[config.mk]
export PLATFORM = sky130hd
export DESIGN_NAME = align_accum_bank
export DESIGN_NICKNAME = d
export VERILOG_FILES = /design/src/rtl/align_accum_bank.sv
export SDC_FILE = /design/constraint.sdc
export NUM_CORES = 1
export LEC_CHECK = 0
export CORE_MARGIN = 5
export CORE_UTILIZATION = 55
export CTS_CLUSTER_DIAMETER = 50
export DETAILED_ROUTE_END_ITERATION = 8
export PLACE_DENSITY = 0.86
export SYNTH_ARGS = -nofsm -noshare
export SYNTH_HDL_FRONTEND = slang
export SYNTH_SLANG_ARGS = --single-unit
export TNS_END_PERCENT = 30
[constraint.sdc]
create_clock -name clk -period 4.8 [get_ports clk]
set_input_delay 0.96 -clock clk [delete_from_list [all_inputs] [get_ports clk]]
set_output_delay 0.96 -clock clk [all_outputs]
set_load 0.02 [all_outputs]
[src/rtl/align_accum_bank.sv]
// Bank of NCH channel registers fed by a 2-stage align/accumulate pipeline.
// Accumulates saturate to all ones and raise a sticky sat flag.
module align_accum_bank #(
    parameter int unsigned WIDTH = 18,
    parameter int unsigned IN_WIDTH = 16,
    parameter int unsigned NCH = 4,
    parameter logic [WIDTH-1:0] INIT_VAL = 18'h0FFFF
) (
    input  logic                       clk,
    input  logic                       rst,
    input  logic                       zero,
    input  logic                       init,
    input  logic                       in_valid,
    output logic                       in_ready,
    input  logic                       op,
    input  logic [$clog2(NCH)-1:0]     wr_ch,
    input  logic [$clog2(WIDTH)-1:0]   shamt,
    input  logic [IN_WIDTH-1:0]        d_in,
    input  logic [$clog2(NCH)-1:0]     rd_ch,
    output logic [WIDTH-1:0]           r_out,
    output logic                       sat
);
    localparam int unsigned CW = $clog2(NCH);

    logic [WIDTH-1:0] ch_q [NCH];
    logic             s1_valid;
    logic             s1_op;
    logic [CW-1:0]    s1_ch;
    logic [WIDTH-1:0] s1_data;

    logic [WIDTH-1:0] aligned;
    logic [WIDTH-1:0] cur;
    logic [WIDTH:0]   sum;
    logic [WIDTH-1:0] wr_val;
    logic             wr_en;
    logic             wr_sat;
    logic             rd_ok;

    assign in_ready = !(zero | init);

    // The channel is read at the same edge it is written, so back-to-back
    // accumulates to one channel always see the previous result.
    always_comb begin
        aligned = WIDTH'(d_in) << shamt;
        wr_en   = s1_valid && (int'(s1_ch) < int'(NCH));
        cur     = wr_en ? ch_q[s1_ch] : '0;
        sum     = {1'b0, cur} + {1'b0, s1_data};
        wr_sat  = s1_op & sum[WIDTH];
        if (!s1_op) begin
            wr_val = s1_data;
        end else if (sum[WIDTH]) begin
            wr_val = '1;
        end else begin
            wr_val = sum[WIDTH-1:0];
        end
        rd_ok = int'(rd_ch) < int'(NCH);
    end

    always_ff @(posedge clk or posedge rst) begin
        if (rst) begin
            for (int i = 0; i < int'(NCH); i++) ch_q[i] <= '0;
            s1_valid <= 1'b0;
            s1_op    <= 1'b0;
            s1_ch    <= '0;
            s1_data  <= '0;
            r_out    <= '0;
            sat      <= 1'b0;
        end else begin
            r_out <= rd_ok ? ch_q[rd_ch] : '0;
            if (zero) begin
                for (int i = 0; i < int'(NCH); i++) ch_q[i] <= '0;
                s1_valid <= 1'b0;
                sat      <= 1'b0;
            end else if (init) begin
                for (int i = 0; i < int'(NCH); i++) ch_q[i] <= INIT_VAL;
                s1_valid <= 1'b0;
            end else begin
                if (wr_en) begin
                    ch_q[s1_ch] <= wr_val;
                    if (wr_sat) sat <= 1'b1;
                end
                s1_valid <= in_valid;
                s1_op    <= op;
                s1_ch    <= wr_ch;
                s1_data  <= aligned;
            end
        end
    end
endmodule
==> results.yml <==
yosys:
  synth_seq_cells: 113
  synthTopCellsByCount: "dfrtp_1 (113), nor2_1 (74), nand2_1 (59), a211oi_1 (50), a21oi_1 (47)"
  syn_nets: 784
  synth.top_cells.by_area: "dfrtp_1 (39%), mux4_2 (12%), a211oi_1 (5.1%), nor2_1 (3.8%), a21oi_1 (3.2%)"
  yosysTopAreaCellShare_pct: 38.6
  synth-edff-count: 0
  yosysWarnings: 0
  ys_async_sr_fraction_pct: 100
  avgSynthCellArea_sq_um: 9.99
  synth_cells: 734
  yosysTopAreaCell: "dfrtp_1"
  ys.flop_type: "dfrtp_1"
  synth_area_sq_um: 7330
  ys_seq_area_share_pct: 38.6
  synth_cell_types: 68
  yosysMostFrequentCell: "dfrtp_1"
power:
  p_comb_share_pct: 20.5
  power_uw: 3110
  pwr-share-seq_pct: 36.6
  internal_power_uw: 2200
  peakVddDrop_v: 0.000282
  swShare_pct: 29.2
  switchingPower_uw: 908
  clockPowerShare_pct: 42.9
  leakage_uw: 0.00356
  powerDensity_nw_per_um2: 365
placement:
  pre_cts_ws_ns: 0.612
  port_buffers: 50
  hpwl_um: 14600
  gp_routability_congestion: 0.943
cts:
  clock-root-buffer: "clkbuf_16"
  post_cts_resized: 0
  cts_tree: "built"
  numCtsBuffers: 17
  cts_buffer_depth: 2
  clk_pin_slew_ns: 0.05
  clock_sinks: 113
  hold_buffers: 0
  post_cts_buffers: 0
  clk_latency_ns: 0.42
  htreeDepth: 4
global_route:
  grt_max_degree: 89
  antenna_found_initial: 0
  grt_pass1_wl_um: 35200
  track_usage_pct: 28.2
  overflow: 0
  grt_pass1_vias: 6446
timing:
  finalCritPeriodShare_pct: 91.5
  finalSetupViolCount: 0
  grt_setup_unrepaired: "no"
  fin_crit_ns: 4.39
  slew_violations: 0
  fmax_ghz: 0.228
  skew_ns: 0.00859
  worst_slew_pin_slew_ns: 1.23
  fin_tns_setup_ns: 0
  maxSlewHeadroom_pct: 18.3
  hold_violations: 0
  setup_ws_ns: 0.410
job:
  drv_cap: 0
floorplanning:
  initial_core_util_pct: 55.8
  die_width_um: 125
  ios: 51
  die_area_sq_um: 15700
  core_sq_um: 13100
  placementRows: 42
  die_y_um: 125
worst_setup_path:
  worstPathArrival_ns: 4.70
  cp.required_ns: 5.11
  crit_chain: "buf_4 > mux4_2 > and2_1 > ha_1 > and3_1 > a221oi_4 > o21a_1 > o21ai_4 > o22ai_1 > a211oi_1"
  critPathMaxStageDelay_ns: 0.97
  worstSetupPathType: "register to register"
  cp_max_fo: 33
  endpoint_kind: "register"
  crit_path_top_delay_cell: "dfrtp_1"
  crit_family: "compound AO/OA/AOI/OAI gates"
  startpoint_type: "register"
  cp_num_buf_inv: 1
routing:
  drc: 0
  routed_via_density: 6.85
  drt-pass1-iter-count: 5
  vias: 6524
  wire_per_inst_um: 22.9
  routed_wl_um: 21800
  drtAntennaViolNets: 0
  drt_iter0_drc: 970
final_layout:
  num_antenna_cells: 0
  nNetsFinal: 813
  finish.utilization_pct: 65.0
  syn_to_final_growth_pct: 16.4
  drive_above_1_share_pct: 13.9
hold_path:
  hold_path.class: "register to register"
run_status:
  status: "finished clean"
stage by stage:
step | instance area, sq um | hold slack, ns | cells
after floorplan | 7330 | 0.461 | 734
after global placement | 7910 | 0.477 | 920
after detailed placement | 7910 | 0.490 | 920
after CTS | 8540 | 0.502 | 952
after global routing | 8540 | 0.526 | 952
final | 8540 | 0.497 | 952
power by group through the flow:
stage	sequential [uW]	clock (uW)	combinational, uW
floorplan	1120	0	430
global placement	1140	0	601
detailed placement	1150	0	616
CTS	1130	1340	624
global route	1150	1390	679
finish	1140	1340	637
per-layer routing:
layer | up-vias | global-route usage, % | wire length, um
met3 | 102 | 7.97 | 2470
li1 | 2847 | - | -
met1 | 3106 | 36.9 | 8370
met4 | 0 | 11.5 | 981
met2 | 469 | 44.5 | 10000
met5 | - | 0 | 0
cell families after synthesis:
group                    Yosys count  synth area share, %
AO/OA/AOI/OAI                    244                 23.2
AND/OR/NAND/NOR                  218                 14.1
flip-flops                       113                 38.6
buffers and inverters             67                 4.33
multiplexers                      64                 15.3
adder cells (fa/ha/maj)           19                 3.34
XOR/XNOR                           9                 1.08
worst min-delay path: stages (launching register included):
cell and delay, ns:
dfrtp_1 0.34, a21oi_1 0.04, nor2_1 0.07
sequential cells by signal, summed over array words and instances (netlist names):
signal / count
s1_data: 18
s1_ch: 2
sat: 1
ch_q: 72
s1_valid: 1
s1_op: 1
r_out: 18
worst paths after layout:
check | slack [ns] | cells after the start | end | from
worst max-delay path | 0.41 | 10 | ch_q[19]$_DFFE_PP0P_ | s1_ch[1]$_DFFE_PP0P_
worst min-delay path | 0.50 | 2 | sat$_DFFE_PP0P_ | sat$_DFFE_PP0P_
worst max register to register | 0.41 | 10 | ch_q[19]$_DFFE_PP0P_ | s1_ch[1]$_DFFE_PP0P_
worst min register to register | 0.50 | 2 | sat$_DFFE_PP0P_ | sat$_DFFE_PP0P_
max in group asynchronous | 2.84 | 3 | r_out[14]$_DFF_PP0_ | rst
min in group asynchronous | 1.16 | 2 | r_out[3]$_DFF_PP0_ | rst
final cells by class:
class / instances / area [sq um]
clock buffers: 22 / 464
clock inverters: 10 / 158
multi-input cells: 554 / 4190
flip-flops and latches: 113 / 2830
inverters: 9 / 36.3
repair buffers: 68 / 643
fillers: 1027 / 4600
well taps: 176 / 220
cells in the final DEF, fill, tap and decap left out, drive strengths merged, types with 7 or more instances in the layout:
cell,count
o21ai,49
a22o,8
a211oi,52
dfrtp,113
and2,24
a21oi,48
o21bai,9
buf,19
mux4,38
o22ai,17
o221ai,13
clkdlybuf4s50,49
nand3,7
or3,12
mux2i,22
o21a,9
ha,18
xnor2,7
nand2,59
nor2,75
clkbuf,22
inv,9
nand2b,12
Note: power is estimated with default switching activity, not from simulation.
==> patch 1, RTL diff (same settings) <==
Change the parameter `NCH` from 4 to 8.
--- a/src/rtl/align_accum_bank.sv
+++ b/src/rtl/align_accum_bank.sv
@@ -4,5 +4,5 @@
     parameter int unsigned WIDTH = 18,
     parameter int unsigned IN_WIDTH = 16,
-    parameter int unsigned NCH = 4,
+    parameter int unsigned NCH = 8,
     parameter logic [WIDTH-1:0] INIT_VAL = 18'h0FFFF
 ) (
Ports: changed (resized rd_ch and wr_ch); port bits go from 51 to 53. The function was not compared with the original's and may differ.
==> patch 1 against the original RTL <==
- setup slack better by 0.10 ns
- total power grew 29%
- largest cell class unchanged
- sequential power rose by 58%
- sequential cell count up 73
- critical path depth grew 3
- routed wire length grew 51%
- synthesized area is 48% higher
- design area up 42%
- combinational power up 29%
- largest power group is now registers
- sequential share of layout area rose by 5.3 points
- die area up 44%
- non-clock buffer count grew 12
==> patch 1: results (changes against the original RTL) <==
[worst_setup_path]
r2r_start=s1_ch[0]$_DFFE_PP0P_
rr_worst_depth=13  ; +3
reg2reg_slack_ns=0.51  ; +0.10 ns
critical_path_arrival_ns=4.57  ; -0.13 ns
r2r-end=ch_q[30]$_DFFE_PP0P_
critical_path.max_stage_delay_ns=0.54  ; -0.43 ns

[layout]
nonClkBufAreaFrac_pct=6.22  ; -1.3 points
reg_top3=ch_q: 144 flops, r_out: 18 flops, s1_data: 18 flops
nets=1141  ; +40%
fill_cells=1506  ; +47%
layout.cells.non_filler=1365  ; +43%
multi_input_gates=792  ; +43%
inv_count=12  ; +3
multi_input_area_share_pct=47.5  ; -1.6 points
clock_area_share_pct=4.72  ; -2.6 points
seq_share_pct=38.5  ; +5.3 points

[clock_network]
clk_pin_slew_ns=0.07  ; +0.02 ns
clk_latency_ns=0.44  ; +0.02 ns

[route]
routed_wl_um=33000  ; +51%
dr_wl_met3_um=3950  ; +60%
dr.pass1.iters=6  ; +1
num_vias=9889  ; +52%
first_iter_violations=1407  ; +45%

[power_and_ir_drop]
p_leak_nw=4.82  ; +36%
vdd_drop_max_mv=0.230  ; -18%
powerClk_mw=1.38  ; +3%
p_sw_share_pct=30.5  ; +1.4 points
power_frac_seq_pct=44.9  ; +8.3 points

[synth]
ys_top_cells_by_count=186 x dfrtp_1, 125 x a21oi_1, 98 x o22ai_1
ys_seq_area_share_pct=42.9  ; +4.4 points
synth-seq-cells=186  ; +65%
syn_nets=1150  ; +47%
yosys-mux-area-fraction_pct=11.8  ; -3.5 points
synthTopCellsByArea=dfrtp_1 43%, mux4_2 8.1%, a21oi_1 5.8%

[global_route]
grt_pass1_wl_um=53300  ; +51%
track_usage_pct=30.1  ; +1.9 points
grt_max_degree=187  ; +110%
grt_util_met1_pct=41.3  ; +4.4 points
grt_pass1_vias=9695  ; +50%
use_met2_pct=45.6  ; +1.1 points
met3_usage_pct=7.92  ; -0.057 points

[min_path]
hold_depth=1  ; -1
min-delay-start=s1_data[17]$_DFFE_PP0P_
whs_endpoint=s1_data[17]$_DFFE_PP0P_

[sta]
worst_pin_slew_ns=1.31  ; +0.0858 ns
holdWs_ns=0.539  ; +0.0420 ns

[status]
outcome=complete, no violations

[placement]
dp.cells=1335  ; +45%
io_buffers=52  ; +4.0%
finalWeightedCongestion=0.999  ; +5.9%

==> patch 1: cell types whose count changed after synthesis, moves of 17 or more <==
cell | before | now
a21oi_1 | 47 | 125
nor3_1 | 6 | 43
and2_1 | 23 | 4
clkbuf_1 | 31 | 94
a31oi_1 | 0 | 18
a22oi_1 | 0 | 48
dfrtp_1 | 113 | 186
mux2_2 | 4 | 21
o22ai_1 | 17 | 98
==> patch 1: stage by stage <==
stage / cell area, um2 / total power, mW / util [%] / setup WS [ns]
2_1_floorplan: 10800 / 2.34 / - / 0.946
3_3_place_gp: 11500 / 2.60 / 59.2 / 0.671
3_5_place_dp: 11500 / 2.62 / 59.2 / 0.533
4_1_cts: 12100 / 3.99 / 62.2 / 0.571
5_1_grt: 12100 / 4.15 / 62.2 / 0.222
6_report: 12100 / 4.00 / 62.2 / 0.510
==> patch 2, RTL diff (same settings) <==
Made on the original files. Make the reset (`rst`) synchronous in one clocked block.
--- a/src/rtl/align_accum_bank.sv
+++ b/src/rtl/align_accum_bank.sv
@@ -57,5 +57,5 @@
     end
 
-    always_ff @(posedge clk or posedge rst) begin
+    always_ff @(posedge clk) begin
         if (rst) begin
             for (int i = 0; i < int'(NCH); i++) ch_q[i] <= '0;
Check against the original RTL: differs if rst is asserted again (counterexample within 4 cycles, from zero or initial values and one cycle with rst high); with rst held inactive, the same outputs for 4 cycles.
==> patch 2 against the original RTL <==
- global-route usage is 3.3 points lower
- count of clock-buffer cells in the layout down 4
- synthesized area is 7.5% lower
- die area is 7.0% lower
- sequential cell count increased by 2
- design area is 6.7% lower
- first-iteration DRC count shrank 37%
- sequential share of layout area up 4.8 points
- core utilization grew 1.1 points
- synthesized cell count down 17%
- setup slack better by 0.18 ns
- fmax up 4.3%
- routed wire length down 21%
Power is not compared: it rests on default switching activity, and its combinational part moved more than twofold at a synthesized area within 25%.
==> patch 2: results (changes against the original RTL) <==
[status]
outcome=complete, no violations

[min_path]
min-delay-start=sat$_SDFFE_PP0P_
hold_depth=1  ; -1

[synth]
synthArstFlopShare_pct=0  ; -100 points
ys_top_cells_by_count=72 x edfxtp_1, 65 x o21ai_0, 43 x dfxtp_1
syn_nets=657  ; -16%
avgSynthCellArea_um2=11.2  ; +12%
synth-seq-cells=115  ; +1.8%
synth_ff_type=edfxtp_1
ys_types=67  ; -1.5%
ys_seq_area_share_pct=44.6  ; +6.0 points
synth-edff-count=72  ; +72

[layout]
multi_input_gates=436  ; -21%
nClkBuffers=18  ; -18%
fill_cells=875  ; -15%
area_growth_syn_to_layout_pct=17.5
nets=691  ; -15%
seq_share_pct=38.0  ; +4.8 points
n_all_buffers=61  ; -10%
inv_count=10  ; +1
clock_area_share_pct=7.18  ; -0.11 points
multi_input_area_mm2=0.00354  ; -15%

[worst_setup_path]
critical-path-slowest-cell=mux4_2
critical_path.max_stage_delay_ns=0.57  ; -0.40 ns
critPathMaxFanout=19  ; -42%
worstSetupEndpoint=ch_q[1][5]$_DFFE_PP_
rr_worst_depth=13  ; +3

[sta]
setup_ws_ns=0.592  ; +0.182 ns
max_slew_margin_pct=27.7  ; +9.4 points

[global_route]
grt_pass1_wl_um=28200  ; -20%
track_usage_pct=24.9  ; -3.3 points
grt_max_degree=49  ; -45%

[placement]
dp_slack_ns=0.673  ; +0.0610 ns
finalWeightedCongestion=1.00  ; +6.5%
hpwl_um=11900  ; -18%

[route]
first_iter_violations=614  ; -37%
viasPerCell=6.57  ; -4.2%

-- patch 2: cell types whose count changed in the layout (fill, tap and decap cells not counted), moves of 10 or more --
cell      before  now
edfxtp_1       0   72
nor2b_1        6   22
dfrtp_1      113    0
o21ai_0       45   65
a211oi_1      50    4
a31oi_1        0   10
o221ai_1      13    1
a21oi_1       47   34
nor2_1        74   33
o22ai_1       17    6
nand2_1       59   41
dfxtp_1        0   43
nand2b_1      12    2
-- patch 2: cell families (layout without fill, tap and decap cells) --
logic type | after synthesis | after routing | share of synthesized area, %
buf+inv | 56 | 103 | 3.32
xor+xnor | 11 | 11 | 1.42
fa+ha+maj | 19 | 19 | 3.62
simple gates | 155 | 155 | 11.7
flops | 115 | 115 | 44.6
compound gates | 186 | 186 | 18.4
mux | 65 | 65 | 17.0
-- patch 2: per-layer routing --
| layer | share of wire, % | GRT usage, % |
|---|---|---|
| met5 | 0 | 0 |
| met4 | 2.4 | 9.07 |
| met3 | 11 | 6.85 |
| met2 | 48 | 40.7 |
| met1 | 39 | 31.7 |
